$ cat config.mk
export PLATFORM = sky130hd
export DESIGN_NAME = layer_seq_ctrl
export DESIGN_NICKNAME = d
export VERILOG_FILES = /design/src/rtl/layer_seq_pkg.sv /design/src/rtl/layer_seq_ctrl_counter.sv /design/src/rtl/layer_seq_ctrl.sv
export SDC_FILE = /design/constraint.sdc
export NUM_CORES = 1
export LEC_CHECK = 0
export ABC_AREA = 1
export BUFFER_PORTS_ARGS = -buffer_cell sky130_fd_sc_hd__buf_2
export CAP_MARGIN = 20
export CORE_MARGIN = 4
export CORE_UTILIZATION = 35
export DETAILED_ROUTE_END_ITERATION = 10
export GPL_TIMING_DRIVEN = 0
export HOLD_SLACK_MARGIN = 0.12
export PLACE_DENSITY = 0.78
export SYNTH_ARGS = -nofsm -noshare
export SYNTH_HDL_FRONTEND = slang
export SYNTH_SLANG_ARGS = --single-unit
$ cat constraint.sdc
create_clock -name clk -period 2 [get_ports clk]
set_input_delay 0.4 -clock clk [delete_from_list [all_inputs] [get_ports clk]]
set_output_delay 0.4 -clock clk [all_outputs]
set_load 0.02 [all_outputs]
$ cat src/rtl/layer_seq_pkg.sv
// Shared definitions for the layered systolic sequencer.
//   state_t        : sequencer FSM encoding (IDLE/RUN/DONE/ERR)
//   DEF_SENTINEL   : default end-of-layer marker in weight memory
//   slice_off()    : bit offset of element k in a packed per-layer bus
package layer_seq_pkg;

    typedef enum logic [1:0] {
        IDLE = 2'd0,
        RUN  = 2'd1,
        DONE = 2'd2,
        ERR  = 2'd3
    } state_t;

    localparam logic [31:0] DEF_SENTINEL = 32'h7fffffff;

    function automatic int unsigned slice_off(input int unsigned k, input int unsigned w);
        return k * w;
    endfunction

endpackage

$ cat src/rtl/layer_seq_ctrl_counter.sv
// layer_counter: address counter for a single layer.
// Ports:
//   clk, reset        clock / async active-high reset
//   en                layer is the running one; count this edge
//   clr               synchronous clear (accepted go)
//   hold_at_sentinel  freeze the count on the edge the sentinel is seen
//   rdata             weight word read at the current address
//   cnt               current address
//   hit_sentinel      rdata equals the sentinel word (combinational)
//   at_max            cnt has reached MAX_COUNT (combinational)
// The counter never wraps: it stops at MAX_COUNT.
module layer_counter
    import layer_seq_pkg::*;
#(
    parameter int unsigned           DATA_W    = 32,
    parameter int unsigned           CNT_W     = 10,
    parameter int unsigned           MAX_COUNT = 1023,
    parameter logic [DATA_W-1:0]     SENTINEL  = DATA_W'(DEF_SENTINEL)
) (
    input  logic              clk,
    input  logic              reset,
    input  logic              en,
    input  logic              clr,
    input  logic              hold_at_sentinel,
    input  logic [DATA_W-1:0] rdata,
    output logic [CNT_W-1:0]  cnt,
    output logic              hit_sentinel,
    output logic              at_max
);

    assign hit_sentinel = (rdata == SENTINEL);
    assign at_max       = (cnt == CNT_W'(MAX_COUNT));

    always_ff @(posedge clk or posedge reset) begin
        if (reset) begin
            cnt <= '0;
        end else if (clr) begin
            cnt <= '0;
        end else if (en && !(hold_at_sentinel && hit_sentinel) && !at_max) begin
            cnt <= cnt + CNT_W'(1);
        end
    end

endmodule

$ cat src/rtl/layer_seq_ctrl.sv
// layer_seq_ctrl: N-layer sequencer for the systolic inference datapath.
// Runs layers strictly in order; a layer ends when its weight stream returns
// SENTINEL, and overruns to ERR if its counter reaches MAX_COUNT first.
// Ports:
//   clk, reset     clock / async active-high reset
//   go             single-cycle start (accepted in IDLE, DONE, ERR)
//   rdata          per-layer weight words, layer k at [k*DATA_W +: DATA_W]
//   cnt            per-layer address counters, packed like rdata
//   layer_active   one-hot running layer while in RUN
//   layer_done     sticky per-layer sentinel-seen flags
//   busy/all_done/timeout_err  RUN / DONE / ERR indicators
//   cur_layer      running layer index, 0 outside RUN
//   cycle_count    RUN-cycle performance counter
// Build option: define LAYER_SEQ_PERF_EN to enable cycle_count; otherwise it
// is tied to zero.
module layer_seq_ctrl
    import layer_seq_pkg::*;
#(
    parameter int unsigned       NUM_LAYERS = 2,
    parameter int unsigned       DATA_W     = 32,
    parameter int unsigned       CNT_W      = 10,
    parameter int unsigned       MAX_COUNT  = 1023,
    parameter logic [DATA_W-1:0] SENTINEL   = DATA_W'(DEF_SENTINEL)
) (
    input  logic                         clk,
    input  logic                         reset,
    input  logic                         go,
    input  logic [NUM_LAYERS*DATA_W-1:0] rdata,
    output logic [NUM_LAYERS*CNT_W-1:0]  cnt,
    output logic [NUM_LAYERS-1:0]        layer_active,
    output logic [NUM_LAYERS-1:0]        layer_done,
    output logic                         busy,
    output logic                         all_done,
    output logic                         timeout_err,
    output logic [2:0]                   cur_layer,
    output logic [31:0]                  cycle_count
);

    state_t                  state_q, state_d;
    logic [2:0]              cur_q, cur_d;
    logic [NUM_LAYERS-1:0]   done_q, done_d;
    logic [NUM_LAYERS-1:0]   hit, at_max;
    logic                    sel_hit, sel_max;
    logic                    start;

    genvar g;
    generate
        for (g = 0; g < NUM_LAYERS; g++) begin : g_layer
            layer_counter #(
                .DATA_W    (DATA_W),
                .CNT_W     (CNT_W),
                .MAX_COUNT (MAX_COUNT),
                .SENTINEL  (SENTINEL)
            ) u_cnt (
                .clk              (clk),
                .reset            (reset),
                .en               (layer_active[g]),
                .clr              (start),
                .hold_at_sentinel (1'b1),
                .rdata            (rdata[slice_off(g, DATA_W) +: DATA_W]),
                .cnt              (cnt[slice_off(g, CNT_W) +: CNT_W]),
                .hit_sentinel     (hit[g]),
                .at_max           (at_max[g])
            );
        end
    endgenerate

    always_ff @(posedge clk or posedge reset) begin
        if (reset) begin
            state_q <= IDLE;
            cur_q   <= '0;
            done_q  <= '0;
        end else begin
            state_q <= state_d;
            cur_q   <= cur_d;
            done_q  <= done_d;
        end
    end

    always_comb begin
        state_d = state_q;
        cur_d   = cur_q;
        done_d  = done_q;
        start   = 1'b0;
        sel_hit = 1'b0;
        sel_max = 1'b0;
        // Only the running layer's rdata/limit matter; others are ignored.
        for (int unsigned i = 0; i < NUM_LAYERS; i++) begin
            if (cur_q == 3'(i)) begin
                sel_hit = hit[i];
                sel_max = at_max[i];
            end
        end
        case (state_q)
            RUN: begin
                // Sentinel outranks overrun, so a sentinel at MAX_COUNT completes.
                if (sel_hit) begin
                    for (int unsigned i = 0; i < NUM_LAYERS; i++) begin
                        if (cur_q == 3'(i)) done_d[i] = 1'b1;
                    end
                    if (cur_q == 3'(NUM_LAYERS - 1)) begin
                        state_d = DONE;
                        cur_d   = '0;
                    end else begin
                        cur_d = cur_q + 3'd1;
                    end
                end else if (sel_max) begin
                    state_d = ERR;
                    cur_d   = '0;
                end
            end
            default: begin
                if (go) begin
                    start   = 1'b1;
                    state_d = RUN;
                    cur_d   = '0;
                    done_d  = '0;
                end
            end
        endcase
    end

    always_comb begin
        layer_active = '0;
        for (int unsigned i = 0; i < NUM_LAYERS; i++) begin
            layer_active[i] = (state_q == RUN) && (cur_q == 3'(i));
        end
    end

    assign layer_done  = done_q;
    assign busy        = (state_q == RUN);
    assign all_done    = (state_q == DONE);
    assign timeout_err = (state_q == ERR);
    assign cur_layer   = cur_q;

`ifdef LAYER_SEQ_PERF_EN
    logic [31:0] cyc_q;

    always_ff @(posedge clk or posedge reset) begin
        if (reset) begin
            cyc_q <= '0;
        end else if (start) begin
            cyc_q <= '0;
        end else if ((state_q == RUN) && (cyc_q != '1)) begin
            cyc_q <= cyc_q + 32'd1;
        end
    end

    assign cycle_count = cyc_q;
`else
    assign cycle_count = '0;
`endif

endmodule

[Word-level counts from Yosys, hierarchy flattened]
Index checks and enable logic that the tools add are counted.
Operators by class
  add/subtract/negate cells: 3
  equality and inequality tests: 13
  muxes and demuxes: 25
  reduce and logical (&&, ||, !) cells: 18
Operator list (count)
  $eq A32 B31 Y1 const B: 2
  $mux W10: 4
  $add A10 B1 Y10 const B: 2
  $eq A10 B10 Y1 const B: 2
  $mux W2: 8
  $mux W3: 5
  $reduce_and A3 Y1: 3
  $mux W1: 8
  $logic_and A1 B1 Y1: 6
  $ne A2 B1 Y1 const B: 3
  $reduce_bool A2 Y1: 3
  $eq A2 B2 Y1 const B: 2
  $logic_not A1 Y1: 4
  $add A3 B1 Y3 const B: 1
  $eq A3 B1 Y1 const B: 1
  $logic_not A3 Y1: 1
  $ne A3 B1 Y1 const B: 1
  $ne A3 B2 Y1 const B: 1
  $eq A2 B1 Y1 const B: 1
  $reduce_and A2 Y1: 1
Word-level totals
  register bits after elaboration: 27
  input port bits: 67
  output and inout bits: 62
  word-level logic and storage cells: 65

[Depth between registers and ports, before layout]
  depth after elaboration: 6
  gate-level depth with buffers: 11
  mapped depth without buffers: 10

[Modules after synthesis]
From an unflattened synthesis, not the netlist that was laid out.
Unflattened totals
  cells, all modules: 376
  area total of the unflattened synthesis: 2366.0 um2
Modules (own cells, without submodules)
  layer_counter: instances 2, cells an instance 145, area each 857.1 um2, sequential area each 250.2 um2
  layer_seq_ctrl: instances 1, cells an instance 86, area each 651.9 um2, sequential area each 175.2 um2

[Least setup slack after synthesis]
OpenSTA, ideal clock, no wires.
  path kind: reg-to-reg
  from: register g_layer[1].u_cnt.cnt[0]
  to: register g_layer[1].u_cnt.cnt[0]
  arrival: 1617 ps
  data required time: 1883 ps
  path slack: 266 ps
  stages on the path, launching flop included: 10
  period minus slack after synthesis: 1734 ps
  cell sequence: dfrtp_1 > ha_1 > inv_1 > nor2_2 > nand2_2 > o211ai_4 > nand2_4 > buf_6 > nand3_1 > nand2_1
On the way
  word-level cells in the longest chain between the ends: 4
Ends and longest elaborated chain
  from (decl): line layer_seq_ctrl_counter.sv:26  | output logic [CNT_W-1:0] cnt,
  from (signal assigned): line layer_seq_ctrl_counter.sv:40  | cnt <= cnt + CNT_W'(1);
  branches (longest 4 deep; another with $add A10 B1 Y10)
Parallel ways; which one is timed is not known. The select of a mux whose other input is x is not followed.
A chain may end at the register's enable or synchronous reset.

[Final worst setup path]
  from: register cur_q[0], in the netlist cur_layer[0]
  to: output layer_active[0]
On the way
  word-level cells in the longest chain between the ends: 2
Ends and longest elaborated chain
  from (decl): line layer_seq_ctrl.sv:40  | logic [2:0] cur_q, cur_d;
  from (signal assigned): line layer_seq_ctrl.sv:75  | cur_q <= cur_d;
  $logic_not A3 Y1: line layer_seq_ctrl.sv:126  | layer_active[i] = (state_q == RUN) && (cur_q == 3'(i));
  $logic_and A1 B1 Y1: line layer_seq_ctrl.sv:126
  to (decl): line layer_seq_ctrl.sv:30  | output logic [NUM_LAYERS-1:0] layer_active,
No other way between the ends.

==> results.md <==
* Status: completed
* Design Power at 2939 uW
* Clock slew at reported path FFs at 0.09 ns
* DR vias at 2258
* Final setup fails at 0
* Static Leakage at 0.001734 uW
* Pwr/cell area at 989.9 mW/mm^2
* Number of global-route vias before repair at 2026
* DRT Pass-1 Iters at 4
* Req. time, crit path at 1.60 ns
* Mapped Avg Cell Area at 6.965 sq um
* Antenna violations before repair at 0
* TritonCTS clock tree: yes
* Critical-path cell list: inv_1, nand2_1, nor2_1, nand2_1, inv_1, buf_4, buf_2
* Clock group share of total power at 0.109
* Final Non-Filler Cells at 523
* Ports at 129
* CP startpoint: cur_layer[0]
* Initial Util at 0.3651
* Residual DRC count at 0
* Share of cells above drive strength 1 at 0.3728
* FF+latch area at 676.9 sq um
* Clk sinks at 27
* Yosys warning count at 0
* Post-synth ARST share at 1.000
* Longest Clk Path Bufs at 2
* Switching Power at 1467 uW
* GRT Overall Usage at 0.1351
* GR Overflow Total at 0
* VDD IR max at 0.6123 mV
* Startpoint types: register
* Worst reg2reg path depth at 9
* Combinational share of power at 0.557
* Synth top area share at 0.3089
* Critical Path End: layer_active[0]
* Core area at 0.005991 sq mm
* Die W at 87.05 um
* Sequential power share at 0.334
* Routed length per placed instance at 10.53 um
* Net Sw Frac at 0.4991
* Number of synthesized flops with an enable pin at 0
* Final instance area at 0.002969 sq mm
* Final Max Slew Viols at 0
* First DRT Iteration DRCs at 53
* Synth area leader: dfrtp_1
* Nets at 518
* DP HPWL at 4.480 mm
* Cells after Synth at 314
* Synth top cells by count: nand2_1 (96), nor2_1 (37), buf_4 (35), dfrtp_1 (27), nand3_1 (24)
* Sequential-to-total area share from yosys stat at 0.3089
* CP max FO at 4
* Minimum clock period at 1.876 ns
* Critical path capture point type: output pin
* Endpoints failing hold at 0
* Largest net degree at the start of global routing at 28
* Skew-Pair Late Insertion Delay at 0.27 ns
* Fill cells at 611
* PortBufs at 96
* Final period util at 0.9378
* Crit path largest cell delay at 0.42 ns
* Most instantiated library cell after synthesis: nand2_1
* CP max-delay cell: dfrtp_1
* Hold/Removal Path Class: reg2reg
* Power Internal at 1472 uW
* Leading register cell type out of synthesis: dfrtp_1
* Root buffer cell: clkbuf_8
* WL final at 5.507 mm
* DR vias/cell at 4.317
* H-tree Lvls at 1
* Worst Skew at 0.002305 ns
* DIE AREA at 0.007578 sq mm
* Post-synth cell types at 34
* RSZ-0062 raised after global routing: no
* Fmax at 533.1 MHz
* Reg2Reg Setup Slack at 0.22 ns
* Final TNS setup at 0 ns
* WP data arrival at 1.48 ns
* Critical path depth at 7
* Remaining antenna violation count at 0
* Area after DPL at 0.002878 sq mm
* Antenna cells at 0
* Area Overhead vs Synth at 35.76%
* First-pass GRT wire length at 8.590 mm
* Gpl congestion at 0.8608
* Inst Count DP at 516
* Die height at 87.05 um
* Cell family with most CP delay: flip-flops
* Maxcap violations at 0
* Seq cells post-synth at 27
* Area of the multi-input gates at 0.001232 sq mm
* Crit path buf inv count at 4
* Top cells by area, synth: dfrtp_1 (31%), nand2_1 (16%), buf_4 (12%)
* Final Core Density at 0.4956
* CTS Buf Count at 3
* Post-Syn Area at 0.002187 sq mm
* Reg2reg end: g_layer[1].u_cnt.cnt[0]
* # rows at 28
* Crit path kind: reg2out
* RR Startpoint: g_layer[1].u_cnt.cnt[0]
==> power groups by stage <==
stage	clock network, uW	logic, uW	registers [uW]
final	320	1640	982
after global routing	345	1830	1020
after CTS	329	1650	981
after detailed placement	0	1640	990
after global placement	0	1600	979
after floorplan	0	990	1140
==> cell usage in the layout, fill, tap and decap left out, drive strengths merged <==
cell type	synthesis	layout
a22o	1	1
a21oi	6	6
ha	2	2
xor2	7	7
conb	1	32
dlygate4sd3	0	1
nor3b	2	2
nand2	103	103
or2	1	1
nand4	6	6
a31oi	1	1
clkbuf	1	5
buf	38	136
nand3b	1	1
o22ai	1	1
a32o	1	1
o211ai	1	1
inv	27	27
nor3	10	10
nor2	42	42
xnor2	2	2
nand3	26	26
dfrtp	27	27
o21ai	7	7
==> worst min path at each step <==
stage / startpoint / to / slack (ns) / depth (start not counted)
2_1_floorplan: reset / cur_layer[0] / 0.45 / 1
3_3_place_gp: layer_done[1] / layer_done[1] / 0.48 / 1
3_5_place_dp: state_q[1] / state_q[1] / 0.49 / 2
4_1_cts: reset / layer_done[1] / 0.40 / 2
5_1_grt: state_q[1] / state_q[1] / 0.53 / 2
6_report: layer_done[1] / layer_done[1] / 0.51 / 1
==> stage by stage <==
| step | setup slack, ns | hold WS (ns) |
|---|---|---|
| floorplan | 0.2659 | 0.4527 |
| global placement | 0.1977 | 0.4764 |
| detailed placement | 0.1414 | 0.4859 |
| CTS | 0.1226 | 0.4031 |
| global route | 0.03599 | 0.5342 |
| finish | 0.1243 | 0.5067 |
==> kinds of logic after synthesis <==
family | share of synthesized area
xor+xnor | 0.03604
flops | 0.3089
other cells | 0.001715
simple gates | 0.3890
buf+inv | 0.1808
fa+ha+maj | 0.01144
compound gates | 0.07208
==> sequential cells by signal, summed over array words and instances, names as in the netlist <==
register	flops
g_layer.u_cnt.cnt	20
state_q	2
cur_layer	3
layer_done	2
==> per-layer routing <==
metal	GRT usage	vias up	part of all wire	wire length, um
li1	-	1193	-	-
met1	0.1669	974	0.40	2209
met5	0	-	0	0
met4	0.01700	0	0.0031	17
met2	0.2478	89	0.49	2675
met3	0.02649	2	0.11	606
==> what timing repair did <==
item                                   4_1_cts  5_1_grt
buffers inserted                             0        1
gates resized for setup                      0        1
hold buffers                                 0        1
endpoints found under the hold margin        0        7
setup endpoints to repair                    0        4
==> layout make-up <==
type	count	area share
plain buffers	39	0.09903
clock buffers	4	0.01517
inverters	27	0.03413
multi-input cells	252	0.4151
flip-flops and latches	27	0.2280
well taps	75	0.03161
repair buffers	99	0.1770
==> worst reg2reg max path, cell delays in order (launching register included) <==
cell      delay [ns]
dfrtp_1         0.47
ha_1            0.22
inv_1           0.08
nor2_2          0.15
nand2_2         0.11
o211ai_4        0.29
nand2_4         0.08
buf_6           0.15
nand3_1         0.07
nand2_1         0.05
Power figures use the tool's default switching activity.
